**src/rtl/pc_pkg.sv**
```systemverilog
// pc_pkg
// Shared definitions for the registered program-counter sequencer:
//   - pc_op_t : operation code driven on the sequencer's op port
//   - default width / depth constants used by the sequencer and its stack
// Optional feature macro used by the sequencer: PC_TRAP_EN
package pc_pkg;

   typedef enum logic [2:0] {
      HOLD   = 3'd0,
      INC    = 3'd1,
      BRANCH = 3'd2,
      JUMP   = 3'd3,
      CALL   = 3'd4,
      RET    = 3'd5
   } pc_op_t;

   localparam int DEF_ADDR_W    = 8;
   localparam int DEF_OFF_W     = 8;
   localparam int DEF_RAS_DEPTH = 4;

endpackage

```
**src/rtl/pc_sequencer_return_stack.sv**
```systemverilog
// return_stack
// LIFO of return addresses for CALL/RET. The stack never wraps its
// occupancy: a push while full and a pop while empty are refused.
// Ports:
//   clk, rst   : clock, synchronous active-high reset
//   push, pop  : request to push push_data / pop the top entry
//   push_data  : address written on an accepted push
//   top        : most recently pushed entry (undefined content when empty)
//   empty/full : registered occupancy flags derived from the stack pointer
module return_stack
   import pc_pkg::*;
#(
   parameter int ADDR_W    = DEF_ADDR_W,
   parameter int RAS_DEPTH = DEF_RAS_DEPTH
) (
   input  logic              clk,
   input  logic              rst,
   input  logic              push,
   input  logic              pop,
   input  logic [ADDR_W-1:0] push_data,
   output logic [ADDR_W-1:0] top,
   output logic              empty,
   output logic              full
);

   localparam int PTR_W = $clog2(RAS_DEPTH);

   // sp counts occupied entries, so it needs one bit more than the index
   logic [PTR_W:0]      sp_q, sp_d;
   logic [ADDR_W-1:0]   entries_q [RAS_DEPTH];
   logic [ADDR_W-1:0]   entries_d [RAS_DEPTH];
   logic                empty_q, empty_d;
   logic                full_q, full_d;
   logic                push_ok;
   logic                pop_ok;
   logic [PTR_W-1:0]    wr_idx;
   logic [PTR_W-1:0]    top_idx;

   assign push_ok = push & ~full_q;
   assign pop_ok  = pop & ~empty_q;
   assign wr_idx  = sp_q[PTR_W-1:0];
   assign top_idx = wr_idx - PTR_W'(1);
   assign top     = entries_q[top_idx];
   assign empty   = empty_q;
   assign full    = full_q;

   // Next stack contents and occupancy; flags are precomputed from the
   // next pointer so they can be registered alongside it
   always_comb begin
      sp_d      = sp_q;
      entries_d = entries_q;
      if (push_ok) begin
         entries_d[wr_idx] = push_data;
         sp_d              = sp_q + (PTR_W+1)'(1);
      end else if (pop_ok) begin
         sp_d = sp_q - (PTR_W+1)'(1);
      end
      empty_d = (sp_d == '0);
      full_d  = (sp_d == (PTR_W+1)'(RAS_DEPTH));
   end

   always_ff @(posedge clk) begin
      if (rst) begin
         sp_q    <= '0;
         empty_q <= 1'b1;
         full_q  <= 1'b0;
         for (int i = 0; i < RAS_DEPTH; i++) begin
            entries_q[i] <= '0;
         end
      end else begin
         sp_q      <= sp_d;
         empty_q   <= empty_d;
         full_q    <= full_d;
         entries_q <= entries_d;
      end
   end

endmodule

```
**src/rtl/pc_sequencer.sv**
```systemverilog
// pc_sequencer
// Registered program counter at the head of fetch. Supports hold,
// increment, relative branch, absolute jump, call and return, with an
// internal return-address stack and sticky overflow/underflow flags.
// Optional feature macro: PC_TRAP_EN -- when defined, a stack fault
// redirects pc to TRAP_VECTOR; otherwise pc holds on a fault.
// Ports:
//   clk, rst  : clock, synchronous active-high reset
//   stall     : freezes all state, op ignored
//   op        : pc_op_t code (unused codes behave as HOLD)
//   offset    : signed branch offset relative to the current pc
//   target    : absolute destination for JUMP and CALL
//   pc        : current instruction address
//   pc_plus1  : pc + 1 modulo 2^ADDR_W
//   ras_empty : return stack empty
//   ras_full  : return stack full
//   ovf_err   : sticky, CALL seen while full
//   unf_err   : sticky, RET seen while empty
module pc_sequencer
   import pc_pkg::*;
#(
   parameter int                ADDR_W       = DEF_ADDR_W,
   parameter int                OFF_W        = DEF_OFF_W,
   parameter int                RAS_DEPTH    = DEF_RAS_DEPTH,
   parameter logic [ADDR_W-1:0] RESET_VECTOR = '0,
   parameter logic [ADDR_W-1:0] TRAP_VECTOR  = ADDR_W'(8'hF0)
) (
   input  logic              clk,
   input  logic              rst,
   input  logic              stall,
   input  logic [2:0]        op,
   input  logic [OFF_W-1:0]  offset,
   input  logic [ADDR_W-1:0] target,
   output logic [ADDR_W-1:0] pc,
   output logic [ADDR_W-1:0] pc_plus1,
   output logic              ras_empty,
   output logic              ras_full,
   output logic              ovf_err,
   output logic              unf_err
);

`ifdef PC_TRAP_EN
   localparam bit TRAP_EN = 1'b1;
`else
   localparam bit TRAP_EN = 1'b0;
`endif

   pc_op_t                   op_e;
   logic [ADDR_W-1:0]        pc_q, pc_d;
   logic                     ovf_q, ovf_d;
   logic                     unf_q, unf_d;
   logic signed [OFF_W-1:0]  offset_s;
   logic [ADDR_W-1:0]        offset_ext;
   logic [ADDR_W-1:0]        fault_pc;
   logic [ADDR_W-1:0]        ras_top;
   logic                     push;
   logic                     pop;

   assign op_e       = pc_op_t'(op);
   assign offset_s   = offset;
   // Sizing cast of a signed value sign-extends to the address width
   assign offset_ext = ADDR_W'(offset_s);
   assign fault_pc   = TRAP_EN ? TRAP_VECTOR : pc_q;

   assign pc       = pc_q;
   assign pc_plus1 = pc_q + ADDR_W'(1);
   assign ovf_err  = ovf_q;
   assign unf_err  = unf_q;

   return_stack #(
      .ADDR_W    (ADDR_W),
      .RAS_DEPTH (RAS_DEPTH)
   ) u_ras (
      .clk       (clk),
      .rst       (rst),
      .push      (push),
      .pop       (pop),
      .push_data (pc_plus1),
      .top       (ras_top),
      .empty     (ras_empty),
      .full      (ras_full)
   );

   // Next-pc mux and stack requests. Faulting CALL/RET never touch the
   // stack; they only set their sticky flag and steer pc to fault_pc.
   always_comb begin
      pc_d  = pc_q;
      ovf_d = ovf_q;
      unf_d = unf_q;
      push  = 1'b0;
      pop   = 1'b0;
      if (!stall) begin
         case (op_e)
            INC:    pc_d = pc_plus1;
            BRANCH: pc_d = pc_q + offset_ext;
            JUMP:   pc_d = target;
            CALL: begin
               if (ras_full) begin
                  ovf_d = 1'b1;
                  pc_d  = fault_pc;
               end else begin
                  push = 1'b1;
                  pc_d = target;
               end
            end
            RET: begin
               if (ras_empty) begin
                  unf_d = 1'b1;
                  pc_d  = fault_pc;
               end else begin
                  pop  = 1'b1;
                  pc_d = ras_top;
               end
            end
            default: pc_d = pc_q;
         endcase
      end
   end

   always_ff @(posedge clk) begin
      if (rst) begin
         pc_q  <= RESET_VECTOR;
         ovf_q <= 1'b0;
         unf_q <= 1'b0;
      end else begin
         pc_q  <= pc_d;
         ovf_q <= ovf_d;
         unf_q <= unf_d;
      end
   end

endmodule
```
**config.mk**
```make
export PLATFORM = sky130hd
export DESIGN_NAME = pc_sequencer
export DESIGN_NICKNAME = d
export VERILOG_FILES = /design/src/rtl/pc_pkg.sv /design/src/rtl/pc_sequencer_return_stack.sv /design/src/rtl/pc_sequencer.sv
export SDC_FILE = /design/constraint.sdc
export NUM_CORES = 1
export LEC_CHECK = 0
export BUFFER_PORTS_ARGS = -buffer_cell sky130_fd_sc_hd__buf_2
export CAP_MARGIN = 5
export CORE_ASPECT_RATIO = 0.75
export CORE_MARGIN = 3
export CORE_UTILIZATION = 50
export DETAILED_ROUTE_END_ITERATION = 6
export PLACE_DENSITY = 0.82
export SYNTH_ARGS = -nofsm -noshare
export SYNTH_HDL_FRONTEND = slang
export SYNTH_SLANG_ARGS = --single-unit
```
**constraint.sdc**
```tcl
create_clock -name clk -period 1.8 [get_ports clk]
set_input_delay 0.45 -clock clk [delete_from_list [all_inputs] [get_ports clk]]
set_output_delay 0.45 -clock clk [all_outputs]
set_load 0.01 [all_outputs]
```
After elaboration in Yosys (flattened, before gate mapping):

Index checks and enable logic that the tools add are counted.

* register bits after elaboration: 47
* input port bits: 22
* output and inout bits: 20

* add/sub/neg operators: 5
* magnitude comparators: 3
* eq/ne operators: 8
* mux-type cells: 17
* bitwise gates (word level): 7
* reductions and logical operators: 6

Operators with widths (count)
* 2-to-1 mux 8 bit: 5
* one-hot mux 8 bit (5 select lines): 1
* bitwise mux 32 bit: 1
* binary-select mux 8 bit (select 2 bit): 1
* demux 8 bit (select 2 bit): 1
* == test 3 bit (second input constant): 3
* adder 8 x 1 -> 8 bit (second input constant): 1
* adder 8 bit: 1
* == test 3 x 2 -> 1 bit (second input constant): 2
* greater-or-equal comparator 3 bit (second input constant): 2
* 2-to-1 mux 1 bit: 6
* 2-to-1 mux 3 bit: 2
* inverter 2 -> 3 bit: 2
* AND reduction 3 bit: 2
* nonzero test 5 bit: 1
* != test 2 bit (second input constant): 2
* AND reduction 4 bit: 1
* adder 3 x 1 -> 3 bit (second input constant): 1
* == test 3 x 1 -> 1 bit (second input constant): 1
* logical NOT 3 bit: 1
* < comparator 3 x 1 -> 1 bit (second input constant): 1
* inverter 1 bit: 3
* subtractor 3 x 1 -> 3 bit (second input constant): 1
* AND 1 bit: 2
* other kinds (2): 2

Longest topological paths before layout:

Gate-level depths: netlist (run 1).

* depth after elaboration: 7
* gate-level depth with buffers: 9
* gate-level depth less buffers: 7

Cells and area by module:

Synthesis (run 1) repeated with hierarchy kept, for this count alone.

* cell total of the unflattened synthesis: 338
* area total of the unflattened synthesis: 2881.5 µm²

By module, submodules not included
* return_stack: times used 1, cells each 183, area an instance 1674.1 µm²
* pc_sequencer: times used 1, cells each 155, area an instance 1207.4 µm²

Worst setup path before layout (run 1):

No wires, ideal clock.

* kind: register -> register
* start point: register u_ras.sp_q[0]
* end point: register pc_q[2] (netlist: pc[2])
* arrival: 1881 ps
* data required time: 1666 ps
* path slack: -215 ps
* stages on the path, launching flop included: 10
* period minus slack after synthesis: 2015 ps
* cells stage by stage: dfxtp_1 -> buf_6 -> inv_1 -> ha_1 -> buf_2 -> mux4_2 -> o221ai_1 -> o21ai_0 -> o211ai_1 -> a21oi_1

* longest elaborated chain between the ends: 7

Ends and longest elaborated chain
* start, declared: line pc_sequencer_return_stack.sv:29 `logic [PTR_W:0] sp_q, sp_d;`
* start signal, assigned: line pc_sequencer_return_stack.sv:71 `sp_q <= sp_d;`
* subtractor 2 x 1 -> 2 bit: line pc_sequencer_return_stack.sv:42 `assign top_idx = wr_idx - PTR_W'(1);`
* inverter 2 -> 3 bit (implied by the code): line pc_sequencer_return_stack.sv:43 `assign top = entries_q[top_idx];`
* binary-select mux 8 bit (select 2 bit): line pc_sequencer_return_stack.sv:43
* 2-to-1 mux 8 bit (implied by the code) (2 in series): line pc_sequencer_return_stack.sv:43
* 2-to-1 mux 8 bit: line pc_sequencer.sv:107 `if (ras_empty) begin`
* one-hot mux 8 bit (5 select lines): line pc_sequencer.sv:93 `case (op_e)`
* end signal, assigned: line pc_sequencer.sv:126 `pc_q <= pc_d;`
* end, declared: line pc_sequencer.sv:49 `logic [ADDR_W-1:0] pc_q, pc_d;`

No other way between the ends. The select of a mux whose other input is x is not followed.
A chain may end at the register's enable or synchronous reset.

Worst setup path in the final report (run 1):

* start point: register pc_q[1] (netlist: pc[1])
* end point: output pc_plus1[7]

* longest elaborated chain between the ends: 1

Ends and longest elaborated chain
* adder 8 x 1 -> 8 bit: line pc_sequencer.sv:66 `assign pc_plus1 = pc_q + ADDR_W'(1);`
* end, declared: line pc_sequencer.sv:35 `output logic [ADDR_W-1:0] pc_plus1,`

No other way between the ends.

==> flow_summary.toml, run 1 <==
[run_status]
status = "finished with violations"
violations = "negative setup slack"

[setup_path]
path_delay_family = "simple AND/OR/NAND/NOR gates"
cp.required_ps = 1350
crit_chain = "and3_4, and3_4, xor2_2, buf_2"
crit_buf_inv = 1
crit_slowest_cell = "dfxtp_4"
worstReg2RegEnd = "pc[6]"
critPathMaxStageDelay_ps = 400
r2r_start = "pc[0]"
critPathMaxFanout = 4
cp-start-kind = "flip-flop"
arrival_ps = 1460
critical_path_class = "reg -> out"
worst_r2r_path_depth = 7
cp_common_cell = "and3_4"
rrSetupSlack_ps = -70
end_kind = "output pin"

[timing]
rsz0062_at_grt = "yes"
fin_crit_sh_pct = 106
fmax_ghz = 0.524
hold_viol = 0
finalHoldWorstSlack_ps = 496
tightest_slew_ps = 526
period_needed_ps = 1910
fin_skew_ps = 6.90
setup_violations = 8
setup_slack_ps = -107
slew_violations = 0
maxSlewHeadroom_pct = 64.9

[route]
firstDrtPassIters = 4
wirelength_um = 8650
antenna_left = 0
wire_per_inst_um = 18.4
drt_iter0_markers = 217
drc = 0
avgViaCountPerCell = 5.95
vias = 2804

[finish]
antenna_cells = 0
drive_gt1_share_pct = 41.9
syn2layout_area_growth_pct = 34.0
nets = 431
final_util_pct = 70.3

[grt]
antenna_found_initial = 0
overflow = 0
grt_usage_pct = 24.2
grt_pass1_vias = 2659
grt_pass1_wl_um = 12700
grt_max_degree = 23

[place]
preCtsSetupSlack_ps = -219
hpwl_um = 5680
place_congestion = 0.852
port_buffers = 41

[synthesis]
synthArstFlopShare_pct = 0
seq_area_frac_synth_pct = 33.0
avgSynthCellArea_um2 = 9.27
synth.mux.area_fraction_pct = 14.0
synth-xor-area-share_pct = 4.78
ys_types = 57
yosys-top-cells-count = "nor2_1 (57), dfxtp_1 (47), mux2i_1 (22)"
synth-compound-area-share_pct = 18.1
yosysWarnings = 0
syn_nets = 344
synth_seq_cells = 47
ys.flop_type = "dfxtp_1"
yosys-top-cells-area = "dfxtp_1 (33%), mux2i_1 (7.7%), nor2_1 (7.5%)"
synth-simple-area-share_pct = 18.1
synth_most_common_cell = "nor2_1"
synthAdderAreaFrac_pct = 6.40
synth_largest_area_cell = "dfxtp_1"
syn_area_um2 = 2860
synth.top_cell.area_share_pct = 33.0
synth_top_family_by_area = "compound AO/OA/AOI/OAI gates"
syn_inst = 308
synth-edff-count = 0

[floorplanning]
coreArea_um2 = 5440
die_y_um = 71.4
dieWidth_um = 93.3
fp-row-count = 23
io_pins = 42
start_util_pct = 52.5
die_area_um2 = 6660

[clocking]
hold_buffers = 0
cts_buffer_depth = 2
cts_made_buffers = 5
htreeDepth = 2
insertion_delay_ps = 300
clk_pin_slew_ps = 90
cts_tree = "built"
root_buffer = "clkbuf_8"
cts_sinks = 47

[hold_path]
worstHoldStart = "ovf_err"
hold_class = "reg -> reg"
hold_depth = 2
min_to = "ovf_err"

[power_and_ir_drop]
ir_worst_vdd_v = 0.000382
power.density_nw_per_um2 = 652
p_leak_uw = 0.00167

[job]
maxCapViolations = 0
## cells in the final DEF, fill, tap and decap left out, drive strengths merged, types with 2 or more instances in the layout
master	netlist	final
clkinv	0	2
inv	7	7
o2bb2ai	2	2
nand2b	5	5
nor3b	3	3
nand2	8	8
xor2	6	6
a21o	4	4
nor3	2	2
a311oi	2	2
o211ai	3	3
a21oi	17	17
a22oi	2	2
nand3b	4	4
and3	5	5
o32ai	3	3
nor2b	2	2
nor4	2	2
clkbuf	7	6
nand3	5	5
xnor2	7	7
ha	13	13
nand4	3	3
a31oi	9	9
a211oi	7	7
nor2	58	58
dfxtp	47	47
o22ai	4	4
mux2i	22	22
buf	14	101
mux4	8	8
o221ai	3	3
o21ai	14	14
## state kept, by name (all words and copies together), names as in the netlist
signal	flops
ovf_err	1
pc	8
u_ras.empty	1
u_ras.entries_q	32
u_ras.full	1
u_ras.sp_q	3
unf_err	1
## what timing repair did
item,CTS,global route
setup buffers,6,10
pin swaps,8,22
setup endpoints to repair,9,12
gates resized for setup,14,32
## metrics by stage
step	cells	cell area (um^2)	setup TNS [ps]	total power, uW
after global routing	471	3820	-1020	2600
after floorplan	308	2910	-20.2	1510
final	471	3820	-518	2490
after global placement	447	3430	-500	1730
after detailed placement	447	3430	-666	1750
after CTS	461	3600	-393	2420
## worst max path at each step
stage                         start  slack (ps)  depth (start not counted)          end
after floorplan           offset[0]         -20                          7        pc[6]
after global placement    offset[0]        -190                          8        pc[6]
after detailed placement  offset[0]        -220                          8        pc[6]
after CTS                     pc[0]         -90                          6  pc_plus1[4]
after global routing          pc[0]        -140                          6  pc_plus1[4]
final                         pc[1]        -110                          4  pc_plus1[7]
## routing by layer
layer	GRT usage (%)	vias up	share of wire, %
li1	-	1297	-
met1	30.5	1335	41
met2	40.6	145	48
met3	5.46	27	7.7
met4	9.27	0	2.9
met5	0	-	0
## worst reg2reg max path: stages, from the launching register on
cell	delay, ps
dfxtp_4	380
ha_4	170
fa_2	350
a21o_1	220
a22oi_2	200
buf_4	150
a211oi_2	60
o32ai_1	250
## logic make-up (layout without fill, tap and decap cells)
family / count (synthesis) / in the layout
AO/OA/AOI/OAI: 75 / 75
XOR/XNOR: 13 / 13
adder cells (fa/ha/maj): 14 / 14
buffers and inverters: 28 / 116
flip-flops: 47 / 47
multiplexers: 30 / 30
AND/OR/NAND/NOR: 101 / 101
## layout make-up
class	instances	area, um^2
clock buffer	6	72.6
sequential	47	961
timing repair buffer	101	731
tap	75	93.8
fill	392	1610
inverter	7	26.3
multi-input combinational	233	1920
clock inverter	2	17.5
## report_power, final
group	switching [uW]	internal [uW]	leakage [uW]	total, uW
registers	34.5	1070	0.000385	1100
clock network	379	280	0.0000454	659
logic	378	353	0.00124	731
total	791	1700	0.00167	2490
Note: power is estimated with default switching activity, not from simulation.
==> inputs of run 2 (changes only) <==
--- a/config.mk
+++ b/config.mk
@@ -10,8 +10,11 @@
 export CORE_ASPECT_RATIO = 0.75
 export CORE_MARGIN = 3
 export CORE_UTILIZATION = 50
+export CTS_BUF_LIST = sky130_fd_sc_hd__clkbuf_4 sky130_fd_sc_hd__clkbuf_8
 export DETAILED_ROUTE_END_ITERATION = 6
 export PLACE_DENSITY = 0.82
 export SYNTH_ARGS = -nofsm -noshare
 export SYNTH_HDL_FRONTEND = slang
+export SYNTH_HIERARCHICAL = 1
 export SYNTH_SLANG_ARGS = --single-unit
+export TNS_END_PERCENT = 10
==> run 2 against run 1 <==
Net effect:
- first-iteration DRC count up 63%
- the flow still finishes with violations (negative setup slack)
- final cell count increased by 6.6%
- final area increased by 0.59%
- clock power up 4.1%
==> flow_summary.toml, run 2 <==
[clocking]
cts_buffer_depth = 2
cts_tree = "built"
clk_pin_slew_ps = 90
cts_sinks = 47
cts_made_buffers = 5
insertion_delay_ps = 310
root_buffer = "clkbuf_8"
htreeDepth = 2

[route]
antenna_left = 0
drt_iter0_markers = 353
drc = 0
avgViaCountPerCell = 6.18
wire_per_inst_um = 18.2
vias = 3101
firstDrtPassIters = 6
wirelength_um = 9130

[synthesis]
synth_most_common_cell = "nand2_1"
yosys-top-cells-area = "dfxtp_1 (33%), a21oi_1 (8.0%), nand2_1 (6.8%)"
syn_nets = 373
synth_largest_area_cell = "dfxtp_1"
avgSynthCellArea_um2 = 8.53
synth-edff-count = 0
yosysWarnings = 6
syn_inst = 338
seq_area_frac_synth_pct = 32.7
synthArstFlopShare_pct = 0
ys.flop_type = "dfxtp_1"
synth.top_cell.area_share_pct = 32.7
syn_area_um2 = 2880
yosys-top-cells-count = "nand2_1 (52), dfxtp_1 (47), a21oi_1 (46)"
synth_seq_cells = 47
ys_types = 54

[floorplanning]
die_area_um2 = 6720
fp-row-count = 23
coreArea_um2 = 5470
io_pins = 42
dieWidth_um = 93.7
die_y_um = 71.7
start_util_pct = 52.7

[setup_path]
crit_slowest_cell = "dfxtp_4"
worst_r2r_path_depth = 7
r2r_start = "u_ras/sp_q[0]"
rrSetupSlack_ps = -200
crit_buf_inv = 2
crit_chain = "buf_6, ha_4, nand3_4, nor2_2, xor2_1, buf_2"
worstReg2RegEnd = "pc[4]"
arrival_ps = 1600
end_kind = "output pin"
worst-path-stages = 6
cp.required_ps = 1350
critical_path_class = "reg -> out"
path_delay_family = "flip-flops"
cp-start-kind = "flip-flop"
crit_end = "pc_plus1[6]"
critPathMaxFanout = 4
critPathMaxStageDelay_ps = 360
crit_start = "pc[0]"

[power_and_ir_drop]
ir_worst_vdd_v = 0.000374
p_leak_uw = 0.00154
power.density_nw_per_um2 = 616

[hold_path]
hold_class = "in -> reg"

[finish]
drive_gt1_share_pct = 38.6
largest_register_ffs = 32
nets = 461
antenna_cells = 0
syn2layout_area_growth_pct = 33.5
top_register = "u_ras/entries_q"
fillers = 402
final_common_cell = "buf_4"
final_area_um2 = 3850
final_cell_mix = "buf_4 (55), nand2_1 (51), a21oi_1 (45)"
final_cells = 502

[timing]
fmax_ghz = 0.488
setup_violations = 12
finalHoldWorstSlack_ps = 444
maxSlewHeadroom_pct = 60.8
setup_slack_ps = -248
fin_skew_ps = 12.4
fin_crit_sh_pct = 114
period_needed_ps = 2050
tightest_slew_ps = 589
hold_viol = 0
slew_violations = 0
rsz0062_at_grt = "yes"

[place]
place_congestion = 0.900
hpwl_um = 6320
port_buffers = 41
dp.cells = 486
placed_area_um2 = 3530

[grt]
grt_usage_pct = 27.3
overflow = 0
antenna_found_initial = 0
grt_pass1_wl_um = 14400
grt_max_degree = 28
grt_pass1_vias = 2913

[run_status]
violations = "negative setup slack"
status = "finished with violations"

[job]
maxCapViolations = 0
run 2: timing repair:
action	CTS	global route
pin swaps	7	8
hold buffers	0	0
endpoints found under the setup margin	14	14
resized for setup	23	10
gates cloned	0	0
buffers inserted	4	4
run 2: through the flow:
step                util, %  total power [uW]  worst slack, ps  TNS (ps)
finish                 70.4              2370             -248     -1400
global placement       64.5              1600             -272     -1780
CTS                    68.8              2330             -219     -1180
floorplan                 -              1410             -302     -2180
global route           70.4              2460             -299     -2080
detailed placement     64.5              1620             -346     -2720
run 2: worst min-delay path: cells and delay by family:
family	cells	cell delay, ps
buffers and inverters	1	80
AO/OA/AOI/OAI	1	60
AND/OR/NAND/NOR	1	120
run 2: where the power goes:
group	internal, uW	switching (uW)	total, uW
logic	278	318	595
registers	1060	30.3	1090
clock network	279	407	686
total	1610	755	2370
run 2: area by class of cell:
type / instances / area (um^2) / share of cell area (%)
clock buffers: 5 / 68.8 / 1.79
well taps: 75 / 93.8 / 2.44
inverters: 7 / 28.8 / 0.748
flip-flops and latches: 47 / 955 / 24.8
multi-input cells: 263 / 1970 / 51.1
repair buffers: 102 / 709 / 18.4
clock inverters: 3 / 25.0 / 0.650
run 2: logic make-up (layout without fill, tap and decap cells):
family / Yosys count / count (layout) / share of synthesized area (%)
flops: 47 / 47 / 32.7
buf+inv: 28 / 117 / 5.51
compound gates: 82 / 82 / 18.7
xor+xnor: 14 / 14 / 4.52
simple gates: 140 / 140 / 24.3
fa+ha+maj: 13 / 13 / 5.91
mux: 14 / 14 / 8.42
run 2: how the worst min path moves through the flow:
stage	slack, ps	cells after the start	from	to
2_1_floorplan	430	2	u_ras/entries_q[18]	u_ras/entries_q[18]
3_3_place_gp	440	2	u_ras/entries_q[18]	u_ras/entries_q[18]
3_5_place_dp	440	2	u_ras/entries_q[18]	u_ras/entries_q[18]
4_1_cts	430	3	target[1]	pc[1]
5_1_grt	490	2	u_ras/entries_q[10]	u_ras/entries_q[10]
6_report	440	3	target[1]	pc[1]
run 2: metal layers:
layer | up-vias | GRT usage [%] | routed length, um
met3 | 37 | 5.88 | 969
met4 | 0 | 9.29 | 271
met5 | - | 0 | 0
met2 | 216 | 44.1 | 4270
met1 | 1455 | 36.4 | 3620
li1 | 1393 | - | -
